## config.mk

```make
export PLATFORM = sky130hd
export DESIGN_NAME = stripe_scheduler
export DESIGN_NICKNAME = d
export VERILOG_FILES = /design/src/rtl/stripe_scheduler.sv
export SDC_FILE = /design/constraint.sdc
export NUM_CORES = 1
export LEC_CHECK = 0
export BUFFER_PORTS_ARGS = -buffer_cell sky130_fd_sc_hd__buf_2
export CAP_MARGIN = 5
export CORE_MARGIN = 10
export CORE_UTILIZATION = 50
export CTS_CLUSTER_DIAMETER = 200
export DETAILED_ROUTE_END_ITERATION = 8
export PLACE_DENSITY = 0.83
export RECOVER_POWER = 50
export SLEW_MARGIN = 30
export SYNTH_ARGS = -nofsm -noshare
export SYNTH_HDL_FRONTEND = slang
export SYNTH_SLANG_ARGS = --single-unit
```

## constraint.sdc

```tcl
create_clock -name i_clk -period 2.45 [get_ports i_clk]
set_input_delay 0.6125 -clock i_clk [delete_from_list [all_inputs] [get_ports i_clk]]
set_output_delay 0.6125 -clock i_clk [all_outputs]
set_load 0.02 [all_outputs]
```

## src/rtl/stripe_scheduler.sv

```systemverilog
// -----------------------------------------------------------------------------
// stripe_scheduler
//
// Purpose:
//   Sequences a striped alignment over a systolic PE array. Each stripe
//   loads one B segment into the array (LOAD_B), streams sequence A into it
//   starting at the stripe's base row (STREAM), then waits for the array to
//   report the stripe result (DRAIN). The best-scoring stripe is tracked
//   across the run. The next stripe's base row is the current base plus the
//   start position reported by the array.
//
// Ports:
//   i_clk, i_rst           clock, synchronous active-high reset
//   i_go                   start pulse (accepted only when idle)
//   i_num_stripes          stripes to run (0 or too large = all stripes)
//   o_a_addr / i_a_data    A memory address / base (1-cycle read latency)
//   o_b_stripe             B segment index for the PE array
//   o_pe_b_load            PE array latches the B segment
//   o_pe_start, o_pe_a     A stream valid and base into the PE array
//   i_stripe_end           PE array finished the current stripe
//   i_start_position       row offset for the next stripe's base
//   i_end_position         row of the best cell within the stripe
//   i_max_score            best score within the stripe
//   o_busy, o_done, o_err  status; o_done is a one-cycle pulse
//   o_stripe_cnt           stripes completed in the current/last run
//   o_best_score/row/stripe best result of the current/last run
//
// Configuration:
//   STRIPE_WATCHDOG_EN     when defined, DRAIN gives up after 4*NUM_PE cycles
//                          without i_stripe_end, sets o_err and finishes.
// -----------------------------------------------------------------------------
module stripe_scheduler #(
   parameter  int NUM_PE  = 64,
   parameter  int SEQ_LEN = 1024,
   parameter  int SCORE_W = 14,
   localparam int POS_W   = $clog2(SEQ_LEN),
   localparam int STR_W   = $clog2(SEQ_LEN / NUM_PE) + 1
) (
   input  logic               i_clk,
   input  logic               i_rst,
   input  logic               i_go,
   input  logic [STR_W-1:0]   i_num_stripes,
   output logic [POS_W-1:0]   o_a_addr,
   input  logic [1:0]         i_a_data,
   output logic [STR_W-2:0]   o_b_stripe,
   output logic               o_pe_b_load,
   output logic               o_pe_start,
   output logic [1:0]         o_pe_a,
   input  logic               i_stripe_end,
   input  logic [POS_W-1:0]   i_start_position,
   input  logic [POS_W-1:0]   i_end_position,
   input  logic [SCORE_W-1:0] i_max_score,
   output logic               o_busy,
   output logic               o_done,
   output logic               o_err,
   output logic [STR_W-1:0]   o_stripe_cnt,
   output logic [SCORE_W-1:0] o_best_score,
   output logic [POS_W:0]     o_best_row,
   output logic [STR_W-2:0]   o_best_stripe
);

   localparam logic [STR_W-1:0] MAX_STR    = STR_W'(SEQ_LEN / NUM_PE);
   localparam logic [POS_W-1:0] LAST_ROW   = POS_W'(SEQ_LEN - 1);
   localparam logic [POS_W:0]   LAST_ROW_X = (POS_W + 1)'(SEQ_LEN - 1);

   typedef enum logic [2:0] {
      S_IDLE,
      S_LOAD_B,
      S_STREAM,
      S_DRAIN,
      S_DONE
   } state_t;

   state_t             r_state;
   logic [STR_W-1:0]   r_num;         // clamped stripe count for this run
   logic [STR_W-2:0]   r_stripe_idx;
   logic [POS_W-1:0]   r_base;        // first A row of the current stripe
   logic [POS_W-1:0]   r_row;         // A row being delivered this STREAM cycle
   logic [POS_W-1:0]   r_a_addr;
   logic               r_pe_b_load;
   logic               r_pe_start;
   logic               r_busy;
   logic               r_done;
   logic [STR_W-1:0]   r_stripe_cnt;
   logic [SCORE_W-1:0] r_best_score;
   logic [POS_W:0]     r_best_row;
   logic [STR_W-2:0]   r_best_stripe;

   logic [STR_W-1:0]   w_num_clamped;
   logic [POS_W:0]     w_base_sum;
   logic [POS_W-1:0]   w_base_next;
   logic [POS_W:0]     w_cand_row;
   logic               w_better;
   logic [STR_W-1:0]   w_cnt_next;
   logic               w_last_stripe;

   assign w_num_clamped = (i_num_stripes == '0 || i_num_stripes > MAX_STR)
                        ? MAX_STR : i_num_stripes;
   // Base advance is computed one bit wider so the saturation test sees overflow.
   assign w_base_sum    = {1'b0, r_base} + {1'b0, i_start_position};
   assign w_base_next   = (w_base_sum > LAST_ROW_X) ? LAST_ROW : w_base_sum[POS_W-1:0];
   assign w_cand_row    = {1'b0, r_base} + {1'b0, i_end_position};
   assign w_better      = i_max_score > r_best_score;   // strict: ties keep the earlier stripe
   assign w_cnt_next    = r_stripe_cnt + 1'b1;
   assign w_last_stripe = (w_cnt_next == r_num);

`ifdef STRIPE_WATCHDOG_EN
   localparam int WD_LIMIT = 4 * NUM_PE;
   localparam int WD_W     = $clog2(WD_LIMIT);
   logic [WD_W-1:0] r_wd;
   logic            r_err;
`endif

   always_ff @(posedge i_clk) begin
      // NOTE: state is updated with non-blocking assignments so every branch
      // below reads the pre-edge values, regardless of statement order.
      if (i_rst) begin
         r_state       <= S_IDLE;
         r_num         <= '0;
         r_stripe_idx  <= '0;
         r_base        <= '0;
         r_row         <= '0;
         r_a_addr      <= '0;
         r_pe_b_load   <= 1'b0;
         r_pe_start    <= 1'b0;
         r_busy        <= 1'b0;
         r_done        <= 1'b0;
         r_stripe_cnt  <= '0;
         r_best_score  <= '0;
         r_best_row    <= '0;
         r_best_stripe <= '0;
`ifdef STRIPE_WATCHDOG_EN
         r_wd          <= '0;
         r_err         <= 1'b0;
`endif
      end else begin
         // Single-cycle strobes default low; only the entering transition raises them.
         r_done      <= 1'b0;
         r_pe_b_load <= 1'b0;

         case (r_state)
            S_IDLE: begin
               if (i_go) begin
                  r_state       <= S_LOAD_B;
                  r_num         <= w_num_clamped;
                  r_stripe_idx  <= '0;
                  r_base        <= '0;
                  r_a_addr      <= '0;
                  r_stripe_cnt  <= '0;
                  r_best_score  <= '0;
                  r_best_row    <= '0;
                  r_best_stripe <= '0;
                  r_busy        <= 1'b1;
                  r_pe_b_load   <= 1'b1;
`ifdef STRIPE_WATCHDOG_EN
                  r_err         <= 1'b0;
`endif
               end
            end

            S_LOAD_B: begin
               // The base row was addressed this cycle; it arrives in the first
               // STREAM cycle while the address runs one row ahead.
               r_state    <= S_STREAM;
               r_pe_start <= 1'b1;
               r_row      <= r_base;
               r_a_addr   <= r_a_addr + 1'b1;
            end

            S_STREAM, S_DRAIN: begin
               if (i_stripe_end) begin
                  if (w_better) begin
                     r_best_score  <= i_max_score;
                     r_best_row    <= w_cand_row;
                     r_best_stripe <= r_stripe_idx;
                  end
                  r_base       <= w_base_next;
                  r_stripe_cnt <= w_cnt_next;
                  r_pe_start   <= 1'b0;
                  if (w_last_stripe) begin
                     r_state <= S_DONE;
                     r_done  <= 1'b1;
                  end else begin
                     r_state      <= S_LOAD_B;
                     r_stripe_idx <= r_stripe_idx + 1'b1;
                     r_a_addr     <= w_base_next;
                     r_pe_b_load  <= 1'b1;
                  end
               end else if (r_state == S_STREAM) begin
                  r_a_addr <= r_a_addr + 1'b1;
                  if (r_row == LAST_ROW) begin
                     r_state    <= S_DRAIN;
                     r_pe_start <= 1'b0;
`ifdef STRIPE_WATCHDOG_EN
                     r_wd       <= '0;
`endif
                  end else begin
                     r_row <= r_row + 1'b1;
                  end
               end else begin
`ifdef STRIPE_WATCHDOG_EN
                  // Give up once the array has been silent for the full budget.
                  if (r_wd == WD_W'(WD_LIMIT - 1)) begin
                     r_state <= S_DONE;
                     r_done  <= 1'b1;
                     r_err   <= 1'b1;
                  end else begin
                     r_wd <= r_wd + 1'b1;
                  end
`endif
               end
            end

            S_DONE: begin
               r_state <= S_IDLE;
               r_busy  <= 1'b0;
            end

            default: r_state <= S_IDLE;
         endcase
      end
   end

   assign o_a_addr      = r_a_addr;
   assign o_b_stripe    = r_stripe_idx;
   assign o_pe_b_load   = r_pe_b_load;
   assign o_pe_start    = r_pe_start;
   // Memory data is forwarded in the same cycle it arrives; zero outside STREAM.
   assign o_pe_a        = r_pe_start ? i_a_data : 2'b00;
   assign o_busy        = r_busy;
   assign o_done        = r_done;
   assign o_stripe_cnt  = r_stripe_cnt;
   assign o_best_score  = r_best_score;
   assign o_best_row    = r_best_row;
   assign o_best_stripe = r_best_stripe;

`ifdef STRIPE_WATCHDOG_EN
   assign o_err = r_err;
`else
   assign o_err = 1'b0;
`endif

endmodule

```

* Word level (Yosys, flattened, before mapping)
Index checks and enable logic that the tools add are counted.
** Storage, ports and cells
- Flip-flop bits (word level) :: 80
** Operators by class
- Equal/unequal tests :: 16
- Add/subtract/negate cells :: 6
- Order comparisons :: 3
- Bitwise logic cells :: 2
- Multiplexer cells :: 49
- Reduce and logical (&&, ||, !) cells :: 18
** Operator list (number)
- $mux W10 :: 9
- $mux W14 :: 3
- $pmux W10 S2 :: 2
- $mux W11 :: 3
- $pmux W10 S3 :: 1
- $pmux W14 S2 :: 1
- $add A10 B10 Y11 :: 2
- $pmux W11 S2 :: 1
- $add A10 B1 Y10 const B :: 2
- $mux W4 :: 5
- $pmux W4 S2 :: 2
- $reduce_and A4 Y1 :: 4
- $mux W3 :: 5
- $mux W5 :: 3
- $gt A14 B14 Y1 :: 1
- $ne A2 B2 Y1 const B :: 7
- $gt A11 B10 Y1 const B :: 1
- $eq A10 B10 Y1 const B :: 1
- $pmux W5 S2 :: 1
- $ne A3 B3 Y1 const B :: 3
- $pmux W3 S3 :: 1
- $reduce_and A3 Y1 :: 3
- $mux W1 :: 8
- $eq A3 B2 Y1 const B :: 2
- 17 further kinds :: 23

* Logic depth before layout (Yosys ltp)
Gate-level depths: netlist of the first run.
- Word-level depth :: 6
- Gate-level depth with buffers :: 10
- Depth with buffers taken out :: 9

* Least setup slack after synthesis of the first run
OpenSTA, ideal clock, no wires.
- Path type :: in2reg
- Start point :: in i_start_position[0]
- End point :: reg r_a_addr[5] (netlist: o_a_addr[5])
- Stages on the path :: 9
- Setup slack :: -49 ps
- Setup time :: 117 ps
- Path buffers :: 0
- Arrival :: 2382 ps
- Cell sequence :: ha_1 > inv_1 > fa_1 > nor2b_1 > o31a_1 > o41ai_4 > a21oi_2 > or3_1 > o2bb2ai_1
** Between the ends
- Cells in the longest elaborated chain, start to end :: 6
** RTL lines
- start: declaration :: RTL line 50 : input logic [POS_W-1:0] i_start_position,
- $add A10 B10 Y11 (*) :: RTL line 100 : assign w_base_sum = {1'b0, r_base} + {1'b0, i_start_position};
- $gt A11 B10 Y1 :: RTL line 101 : assign w_base_next = (w_base_sum > LAST_ROW_X) ? LAST_ROW : w_base_sum[POS_W-1:0];
- $mux W10 (*) :: RTL line 101
- $mux W10 (*) :: RTL line 180 : if (w_last_stripe) begin
- $mux W10 (*) :: RTL line 171 : if (i_stripe_end) begin
- $pmux W10 S3 (*) :: RTL line 141 : case (r_state)
- end signal: assignment :: RTL line 167 : r_a_addr <= r_a_addr + 1'b1;
- end signal: assignment :: RTL line 186 : r_a_addr <= w_base_next;
- end signal: assignment :: RTL line 190 : r_a_addr <= r_a_addr + 1'b1;
- end: declaration :: RTL line 79 : logic [POS_W-1:0] r_a_addr;
Mark *: on every way between the ends. The rest lies on a longest branch, timed or not. The select of a mux whose other input is x is not followed.
A chain may end at the register's enable or synchronous reset.

* Worst setup path after layout of the first run
- Start point :: reg r_base[0]
- End point :: reg r_a_addr[3] (netlist: o_a_addr[3])
** Between the ends
- Cells in the longest elaborated chain, start to end :: 6
** RTL lines
- start: declaration :: RTL line 77 : logic [POS_W-1:0] r_base;
- start signal: assignment :: RTL line 177 : r_base <= w_base_next;
- $add A10 B10 Y11 (*) :: RTL line 100
- $gt A11 B10 Y1 :: RTL line 101
- $mux W10 (*) :: RTL line 101
- $mux W10 (*) :: RTL line 180
- $mux W10 (*) :: RTL line 171
- $pmux W10 S3 (*) :: RTL line 141
Marks and branches as above.

==> results of run 1 <==
## flip-flops by register name, indices dropped and copies added, names as in the netlist, 5 cells and up
register      cells
r_base           10
o_stripe_cnt      5
o_best_row       11
o_best_score     14
r_row            10
o_a_addr         10
r_num             5
## routing by layer
layer / vias to the layer above / global-route usage
met2: 198 / 0.313
met1: 2319 / 0.224
met4: 0 / 0.0718
met3: 32 / 0.0581
li1: 2387 / -
met5: - / 0
## power by group
| part | total, W | leakage (nW) | switching, W | internal [W] |
|---|---|---|---|---|
| registers | 0.00144 | 0.648 | 0.0000741 | 0.00136 |
| logic | 0.000822 | 1.58 | 0.000500 | 0.000323 |
| clock network | 0.000946 | 0.0920 | 0.000480 | 0.000466 |
## cells by family after synthesis
logic type | Yosys count | synth area share
adders and majority gates | 41 | 0.109
buffers and inverters | 56 | 0.0500
AOI/OAI and AO/OA | 196 | 0.288
muxes | 3 | 0.00670
DFF | 80 | 0.330
xor gates and xnor gates | 12 | 0.0216
and+or+nand+nor | 189 | 0.194
other | 1 | 0.000772
## layout by cell type (no fill, tap or decap), drive strengths merged, types with 4 or more instances in the layout
master / n
dfxtp: 80
buf: 80
clkbuf: 66
nor2: 59
a21oi: 53
nand2: 39
ha: 39
o21ai: 29
a22o: 28
inv: 28
nor3: 14
nand3: 14
a211oi: 11
nor2b: 9
or3: 9
a21o: 9
a31oi: 8
o211ai: 7
xnor2: 7
o21bai: 6
and2: 6
nor3b: 5
o21a: 5
and3: 5
xor2: 5
nor4: 5
nand4: 5
nand2b: 4
nand3b: 4
and4: 4
or4: 4
o41ai: 4
a31o: 4
## final timing paths
path              from           to  slack, ns  cells after the start
max          r_base[0]  o_a_addr[3]       0.14                     10
min           r_num[0]     r_num[0]       0.47                      2
max reg2reg  r_base[0]  o_a_addr[3]       0.14                     10
min reg2reg   r_num[0]     r_num[0]       0.47                      2
## cells in the mapped netlist, drive strengths merged (3+ instances only)
cell type,count
a211oi,11
a21o,9
a21oi,53
a22o,28
a22oi,3
a31o,4
a31oi,8
and2,6
and3,5
and4,4
buf,13
clkbuf,15
dfxtp,80
ha,39
inv,28
nand2,39
nand2b,4
nand3,14
nand3b,4
nand4,5
nor2,59
nor2b,9
nor3,14
nor3b,5
nor4,5
o211ai,7
o21a,5
o21ai,29
o21bai,6
o2bb2ai,3
o31a,3
o41ai,4
or3,9
or4,4
xnor2,7
xor2,5
## worst register-to-register path, delay by kind of cell, from the launching register on
family	cells	cell delay, ns
fa+ha+maj	2	0.58
compound gates	4	0.78
simple gates	2	0.26
flops	1	0.37
buf+inv	2	0.23
## layout make-up
cell class	instances	area [um2]
multi-input combinational	442	3010
tap	129	161
sequential	80	1600
timing repair buffer	136	726
clock inverter	6	60.1
clock buffer	10	128
fill	863	3580
inverter	28	105
## metrics by stage
step	power, W	worst slack (ns)
floorplan	0.00201	-0.0493
detailed placement	0.00229	-0.183
CTS	0.00323	0.139
global placement	0.00226	-0.0862
finish	0.00320	0.143
global route	0.00336	0.00301
==> flow_summary.json, run 1 <==
{
  "drc": 0,
  "crit_fanout": 4,
  "path_delay_family": "compound AO/OA/AOI/OAI gates",
  "critical_path_cell_list": "ha_1, inv_1, fa_1, nor2b_1, o31a_1, o41ai_4, buf_4, a31oi_1, nor2_1, o32ai_1",
  "average_wire_per_standard_cell_um": 16.9,
  "wl_met1_um": 6170,
  "synth-edff-count": 0,
  "cts_root_buffer": "sky130_fd_sc_hd__clkbuf_8",
  "setup_viols_final": 0,
  "dr_vias_cell": 5.94,
  "first_global_vias": 4966,
  "cts_tree": "done",
  "synth-seq-area-share": 0.330,
  "floorplan.initialDensity": 0.518,
  "postSynthCellCount": 578,
  "drt_first_pass_iters": 5,
  "finish.net_count": 783,
  "die_area_um2": 14100,
  "combined_area_of_all_synthesized_cells_um2": 4860,
  "final_cycle_utilization_of_the_critical_path": 0.942,
  "core_region_area_um2": 9370,
  "max_cap_viol_count": 0,
  "place.detailed.hpwl_um": 10700,
  "grt.overflow.total": 0,
  "top_metal_layer_carrying_routed_signals": "met4",
  "critical_path.endpoint_type": "flip-flop",
  "postRouteWirelength_um": 14100,
  "total_met3_wirelength_after_detailed_routing_um": 1040,
  "clock_path_buffers": 2,
  "finalCoreUtilization": 0.618,
  "worst_skew_pair.late_latency_ns": 0.36,
  "post-place-cells": 815,
  "mean_cell_area_of_the_mapped_netlist_um2": 8.40,
  "top_post_synthesis_cells_by_area": "sky130_fd_sc_hd__dfxtp_1, sky130_fd_sc_hd__ha_1, sky130_fd_sc_hd__a21oi_1",
  "layout-drive-gt1-share": 0.152,
  "cpMaxStageDelayCell": "sky130_fd_sc_hd__fa_1",
  "finalNonFillerCells": 831,
  "synth.lib_cells_used.distinct": 71,
  "core.rowCount": 35,
  "die-width_um": 119,
  "maxSlewViolCount": 0,
  "pin_count_of_the_biggest_net_entering_global_routing": 48,
  "placed_cell_area_um2": 5690,
  "worst_clock_skew_ns": 0.0155,
  "htree_levels": 3,
  "run_status": "finished, final reports clean",
  "final.hold.worst_slack_ns": 0.469,
  "timing.max_slew.rel_slack": 0.448,
  "cts.sinks": 80,
  "hold_viol": 0,
  "finalWeightedCongestion": 0.934,
  "detail-route-antenna-nets": 0,
  "synth-async-reset-ratio": 0,
  "yosysTopAreaCell": "sky130_fd_sc_hd__dfxtp_1",
  "ys_seq_elements": 80,
  "port_buffers": 98,
  "first_iter_violations": 396,
  "critPathLaunchType": "flip-flop",
  "insertedDiodeCount": 0,
  "critical_path_required_ns": 2.71,
  "grtUsageTotal": 0.189,
  "critPathBufInv": 2,
  "timing_worst_setup_path_type": "flip-flop to flip-flop",
  "post-route-cell-area_um2": 5790,
  "post_cts_setup_repair_buffer_count": 0,
  "syn_to_final_growth_pct": 19.2,
  "highest_attainable_clock_frequency_mhz": 433,
  "worstPathArrival_ns": 2.57,
  "worst-slew-pin-transition_ns": 0.816,
  "critPathMaxStageDelay_ns": 0.38,
  "synth-warning-count": 0,
  "grt_antenna_before_repair": 0,
  "synthDominantCellAreaShare": 0.330,
  "cts-buffers-inserted": 9,
  "route.vias.total": 4936,
  "synth_nets": 664,
  "wire_length_of_the_first_global_routing_pass_um": 23000,
  "hold_class": "flip-flop to flip-flop",
  "ios": 100,
  "holdBufCountCts": 0,
  "unrepaired_setup_endpoints_after_global_routing": "no",
  "irDropWorstVdd_mv": 0.344,
  "fin_crit_ns": 2.31,
  "finalSetupTns_ns": 0,
  "post_cts_resized": 0,
  "power_density_nw_per_um2": 553,
  "die_h_um": 119,
  "wl_met2_um": 6540,
  "static-leakage-power_nw": 2.32,
  "clkSlewWorstSetupHoldPaths_ns": 0.08,
  "postSynth.topFlopCell": "sky130_fd_sc_hd__dfxtp_1"
}
Power figures use the tool's default switching activity.
==> run 2: changes to the inputs <==
==> constraint.sdc (replaced) <==
create_clock -name i_clk -period 2 [get_ports i_clk]
set_input_delay 0.5 -clock i_clk [delete_from_list [all_inputs] [get_ports i_clk]]
set_output_delay 0.5 -clock i_clk [all_outputs]
set_load 0.02 [all_outputs]
==> run 2 against run 1 <==
Against the previous run: the flow now finishes with violations (negative setup slack); sequential cell count is the same; combinational power grew 59%; sequential power grew 21%; via count grew 11%; clock skew shrank 0.0053 ns; routed wire length grew 21%; largest cell class unchanged; largest power group unchanged; highest routed layer unchanged.
==> flow_summary.json, run 2 (synthesized netlist as in run 1, its figures left out) <==
{
  "run_status": "finished with violations",
  "violations": "negative setup slack",
  "die_h_um": 119,
  "critical_path_required_ns": 2.30,
  "wire_length_of_the_first_global_routing_pass_um": 25300,
  "detail-route-antenna-nets": 0,
  "htree_levels": 3,
  "final_cell_mix": "sky130_fd_sc_hd__buf_4, sky130_fd_sc_hd__dfxtp_1, sky130_fd_sc_hd__buf_2, sky130_fd_sc_hd__nor2_1, sky130_fd_sc_hd__a21oi_1",
  "hold_class": "input pin to flip-flop",
  "timing_worst_setup_path_type": "flip-flop to flip-flop",
  "path_delay_family": "compound AO/OA/AOI/OAI gates",
  "floorplan.initialDensity": 0.518,
  "worst_clock_skew_ns": 0.0102,
  "cts-buffers-inserted": 9,
  "irDropWorstVdd_mv": 0.456,
  "core_region_area_um2": 9370,
  "power_density_nw_per_um2": 662,
  "die_area_um2": 14100,
  "finish.net_count": 855,
  "critPathBufInv": 4,
  "grt.overflow.total": 0,
  "clkSlewWorstSetupHoldPaths_ns": 0.09,
  "mostFrequentLayoutCell": "sky130_fd_sc_hd__buf_4",
  "path_depth": 11,
  "finalCoreUtilization": 0.726,
  "cts_root_buffer": "sky130_fd_sc_hd__clkbuf_8",
  "worstPathArrival_ns": 2.56,
  "max_reg_flops": 14,
  "final_cycle_utilization_of_the_critical_path": 1.13,
  "grt_antenna_before_repair": 0,
  "hold_viol": 0,
  "layout-drive-gt1-share": 0.323,
  "insertedDiodeCount": 0,
  "syn_to_final_growth_pct": 40.0,
  "place.detailed.hpwl_um": 11700,
  "critical_path_cell_list": "ha_4, inv_2, fa_2, nor2b_2, o31a_1, o41ai_4, buf_6, a31o_1, buf_4, buf_6, a21oi_2",
  "dr_vias_cell": 6.05,
  "fin_crit_ns": 2.26,
  "max_cap_viol_count": 0,
  "crit_fanout": 5,
  "drt_first_pass_iters": 5,
  "highest_attainable_clock_frequency_mhz": 442,
  "static-leakage-power_nw": 2.85,
  "unrepaired_setup_endpoints_after_global_routing": "yes",
  "cpMaxStageDelayCell": "sky130_fd_sc_hd__dfxtp_4",
  "drc": 0,
  "port_buffers": 98,
  "average_wire_per_standard_cell_um": 18.9,
  "postRouteWirelength_um": 17000,
  "cts.sinks": 80,
  "setup_viols_final": 48,
  "clock_path_buffers": 2,
  "critPathLaunchType": "flip-flop",
  "grtUsageTotal": 0.208,
  "pre_cts_ws_ns": -0.440,
  "pin_count_of_the_biggest_net_entering_global_routing": 49,
  "maxSlewViolCount": 0,
  "first_global_vias": 5379,
  "cts_tree": "done",
  "route.vias.total": 5462,
  "first_iter_violations": 560,
  "die-width_um": 119,
  "critical-path-top-cell-by-count": "sky130_fd_sc_hd__buf_6",
  "critPathMaxStageDelay_ns": 0.38,
  "final.hold.worst_slack_ns": 0.372,
  "worst_skew_pair.late_latency_ns": 0.37,
  "finalWeightedCongestion": 0.952,
  "reg2regPathDepth": 11,
  "core.rowCount": 35,
  "critical_path.endpoint_type": "flip-flop",
  "whs_path_depth": 2,
  "finalWorstSetupSlack_ns": -0.262,
  "ios": 100
}
run 2: through the flow:
stage                     instances  total power, W  TNS, ns  instance area (um2)
after detailed placement        875         0.00296   -17.97                 6220
after CTS                       896         0.00439    -5.42                 6560
after global placement          875         0.00291   -14.29                 6220
after floorplan                 578         0.00247    -2.72                 4930
after global routing            903         0.00469   -12.88                 6800
final                           903         0.00450    -8.36                 6800
run 2: worst paths after layout:
path	endpoint	slack [ns]	startpoint
setup / recovery	r_base[4]	-0.26	r_base[0]
hold / removal	o_best_score[10]	0.37	i_max_score[10]
setup reg to reg	r_base[4]	-0.26	r_base[0]
hold reg to reg	r_num[0]	0.47	r_num[0]
run 2: final cells by class:
cell class	instances	area (um2)
multi-input cells	442	3310
fillers	714	2570
flip-flops and latches	80	1620
repair buffers	208	1370
well taps	129	161
clock buffers	10	128
clock inverters	6	108
inverters	28	105
run 2: timing repair:
item | 4_1_cts | 5_1_grt
resized for setup | 19 | 47
pin swaps | 7 | 31
setup endpoints to repair | 48 | 68
hold buffers | 0 | 0
gates cloned | 0 | 3
buffers inserted | 5 | 4
run 2: power breakdown:
group / internal, W / total (W) / switching, W / leakage [nW]
registers: 0.00167 / 0.00174 / 0.0000763 / 0.655
clock network: 0.000826 / 0.00144 / 0.000619 / 0.116
logic: 0.000571 / 0.00131 / 0.000743 / 2.07
total: 0.00307 / 0.00450 / 0.00144 / 2.85
run 2: per-layer routing:
| layer | track usage | part of all wire | vias up |
|---|---|---|---|
| li1 | - | - | 2538 |
| met1 | 0.246 | 0.40 | 2569 |
| met2 | 0.350 | 0.48 | 296 |
| met3 | 0.0547 | 0.084 | 59 |
| met4 | 0.0817 | 0.032 | 0 |
| met5 | 0 | 0 | - |
==> run 3: changes to the inputs <==
--- a/config.mk
+++ b/config.mk
@@ -5,10 +5,11 @@
 export SDC_FILE = /design/constraint.sdc
 export NUM_CORES = 1
 export LEC_CHECK = 0
+export ABC_AREA = 1
 export BUFFER_PORTS_ARGS = -buffer_cell sky130_fd_sc_hd__buf_2
 export CAP_MARGIN = 5
 export CORE_MARGIN = 10
-export CORE_UTILIZATION = 50
+export CORE_UTILIZATION = 51
 export CTS_CLUSTER_DIAMETER = 200
 export DETAILED_ROUTE_END_ITERATION = 8
 export PLACE_DENSITY = 0.83
==> run 3 against run 2 <==
Against the previous run: the flow still finishes with violations (negative setup slack); critical endpoint is now o_best_score[13]; die area increased by 5.8%; clock-buffer cell count unchanged; non-clock buffer count decreased by 52; core utilization decreased by 6.6 points; cell area decreased by 0.70%; critical path type unchanged; global-route usage decreased by 2.7 points; total power increased by 49%.
==> flow_summary.json, run 3 <==
{
  "postSynthCellCount": 791,
  "worstHoldStart": "i_max_score[12]",
  "cts_root_buffer": "sky130_fd_sc_hd__clkbuf_8",
  "average_wire_per_standard_cell_um": 14.0,
  "worst_skew_pair.late_latency_ns": 0.35,
  "power_density_nw_per_um2": 994,
  "die_area_um2": 14900,
  "synth.lib_cells_used.distinct": 48,
  "combined_area_of_all_synthesized_cells_um2": 5300,
  "port_buffers": 98,
  "ios": 100,
  "irDropWorstVdd_mv": 0.651,
  "synth-async-reset-ratio": 0,
  "cts-buffers-inserted": 9,
  "max_cap_viol_count": 0,
  "drt_first_pass_iters": 5,
  "mostFrequentLayoutCell": "sky130_fd_sc_hd__nand2_1",
  "route.vias.total": 5601,
  "violations": "negative setup slack",
  "detail-route-antenna-nets": 0,
  "worstPathArrival_ns": 2.28,
  "clock_path_buffers": 2,
  "place.detailed.hpwl_um": 10700,
  "first_global_vias": 5104,
  "highest_attainable_clock_frequency_mhz": 497,
  "finalSetupTns_ns": -0.0179,
  "synth-seq-area-share": 0.302,
  "synth_most_common_cell": "sky130_fd_sc_hd__nand2_1",
  "post-route-cell-area_um2": 6750,
  "cts.sinks": 80,
  "grt.overflow.total": 0,
  "die_h_um": 122,
  "htree_levels": 3,
  "holdBufCountCts": 0,
  "postRouteWirelength_um": 15100,
  "setup_viols_final": 2,
  "clkSlewWorstSetupHoldPaths_ns": 0.09,
  "worst_clock_skew_ns": 0.0118,
  "static-leakage-power_nw": 3.26,
  "finalWorstSetupSlack_ns": -0.0107,
  "critPathLaunchType": "flip-flop",
  "regToRegStartpoint": "o_best_score[8]",
  "timing_worst_setup_path_type": "flip-flop to flip-flop",
  "syn_to_final_growth_pct": 27.5,
  "finish.net_count": 1024,
  "layout-drive-gt1-share": 0.281,
  "die-width_um": 122,
  "yosysTopAreaCell": "sky130_fd_sc_hd__dfxtp_1",
  "synthDominantCellAreaShare": 0.302,
  "critical_path.endpoint_type": "flip-flop",
  "finalWeightedCongestion": 0.915,
  "first_iter_violations": 400,
  "hold_class": "input pin to flip-flop",
  "hold_viol": 0,
  "ys_seq_elements": 80,
  "postSynth.topFlopCell": "sky130_fd_sc_hd__dfxtp_1",
  "core_region_area_um2": 10200,
  "synth-edff-count": 0,
  "max_reg_flops": 14,
  "cts_tree": "done",
  "insertedDiodeCount": 0,
  "core.rowCount": 37,
  "mean_cell_area_of_the_mapped_netlist_um2": 6.70,
  "synth_nets": 877,
  "fin_crit_ns": 2.01,
  "run_status": "finished with violations",
  "dr_vias_cell": 5.19,
  "drc": 0,
  "placed_cell_area_um2": 6220,
  "final_cell_mix": "sky130_fd_sc_hd__nand2_1, sky130_fd_sc_hd__buf_2, sky130_fd_sc_hd__inv_1, sky130_fd_sc_hd__a21oi_1, sky130_fd_sc_hd__nor2_1",
  "critical_path_required_ns": 2.27,
  "top_post_synthesis_cells_by_area": "sky130_fd_sc_hd__dfxtp_1, sky130_fd_sc_hd__nand2_1, sky130_fd_sc_hd__ha_1",
  "crit_fanout": 6,
  "maxSlewViolCount": 0,
  "final_cycle_utilization_of_the_critical_path": 1.01,
  "pin_count_of_the_biggest_net_entering_global_routing": 43,
  "grt_antenna_before_repair": 0,
  "synth_cell_count_leaders": "sky130_fd_sc_hd__nand2_1, sky130_fd_sc_hd__inv_1, sky130_fd_sc_hd__dfxtp_1",
  "synth-warning-count": 0,
  "floorplan.initialDensity": 0.518,
  "grtUsageTotal": 0.181,
  "setup.worst_path.start": "o_best_score[8]",
  "wire_length_of_the_first_global_routing_pass_um": 22700
}
-- run 3: changes by cell type in the layout (fill, tap and decap cells not counted), moves of 28 or more --
cell / delta
sky130_fd_sc_hd__a22o_1: -28
sky130_fd_sc_hd__inv_1: +60
sky130_fd_sc_hd__buf_4: -43
sky130_fd_sc_hd__nand2_1: +185
sky130_fd_sc_hd__nand3_1: +33
sky130_fd_sc_hd__clkbuf_1: -39
sky130_fd_sc_hd__buf_2: +37
-- run 3: critical path: stages (launching register included) --
cell	delay (ns)
sky130_fd_sc_hd__dfxtp_2	0.36
sky130_fd_sc_hd__inv_2	0.05
sky130_fd_sc_hd__ha_4	0.25
sky130_fd_sc_hd__nand2_2	0.05
sky130_fd_sc_hd__inv_2	0.07
sky130_fd_sc_hd__nand3_2	0.08
sky130_fd_sc_hd__nor3_4	0.15
sky130_fd_sc_hd__nand2_1	0.10
sky130_fd_sc_hd__nand2_2	0.09
sky130_fd_sc_hd__nand2_4	0.08
sky130_fd_sc_hd__nor2_4	0.21
sky130_fd_sc_hd__clkbuf_16	0.20
sky130_fd_sc_hd__nand2_1	0.06
sky130_fd_sc_hd__a21oi_1	0.19
-- run 3: repair_timing --
item                                    in CTS  in global routing
cloned                                       0                  4
buffers inserted                             0                  7
pin swaps                                    0                  9
resized for setup                            1                 50
endpoints found under the setup margin       1                 46
-- run 3: cell type report --
| class | instances | area [um2] |
|---|---|---|
| timing repair buffer | 156 | 1000 |
| inverter | 95 | 359 |
| clock inverter | 6 | 82.6 |
| tap | 136 | 170 |
| fill | 871 | 3480 |
| multi-input combinational | 596 | 3380 |
| sequential | 80 | 1620 |
| clock buffer | 10 | 138 |
-- run 3: logic make-up (layout without fill, tap and decap cells) --
| family | count (synthesis) | after routing | share of synthesized area |
|---|---|---|---|
| simple gates | 415 | 416 | 0.351 |
| compound gates | 125 | 125 | 0.132 |
| buf+inv | 116 | 267 | 0.0930 |
| flops | 80 | 80 | 0.302 |
| fa+ha+maj | 41 | 41 | 0.0996 |
| xor+xnor | 12 | 12 | 0.0198 |
| other cells | 1 | 1 | 0.000708 |
| mux | 1 | 1 | 0.00189 |
-- run 3: path summary, 6_finish.rpt --
check	endpoint	slack (ns)	cells after the start
hold reg to reg	o_best_stripe[2]	0.47	2
setup / recovery	o_best_score[13]	-0.01	13
setup reg to reg	o_best_score[13]	-0.01	13
hold / removal	o_best_score[12]	0.40	3
-- run 3: routing by layer --
layer  share of wire  global-route usage  routed length (um)
met1            0.44               0.224                6660
met2            0.48               0.309                7260
met3           0.060              0.0490                 906
met4           0.015              0.0343                 232
met5               0                   0                   0
-- run 3: through the flow --
step | util | worst slack, ns | instances | hold slack, ns | power (W)
final | 0.660 | -0.0107 | 1079 | 0.396 | 0.00671
after global routing | 0.660 | -0.132 | 1079 | 0.382 | 0.00720
after CTS | 0.630 | 0.0725 | 1068 | 0.384 | 0.00654
after detailed placement | 0.608 | -0.147 | 1052 | 0.455 | 0.00520
after global placement | 0.608 | -0.0878 | 1052 | 0.450 | 0.00515
after floorplan | - | 0.0202 | 791 | 0.454 | 0.00440
-- run 3: power breakdown --
part / total [W] / switching [W] / internal [W]
clock network: 0.00132 / 0.000594 / 0.000731
logic: 0.00321 / 0.00204 / 0.00117
registers: 0.00218 / 0.000284 / 0.00190
total: 0.00671 / 0.00291 / 0.00380
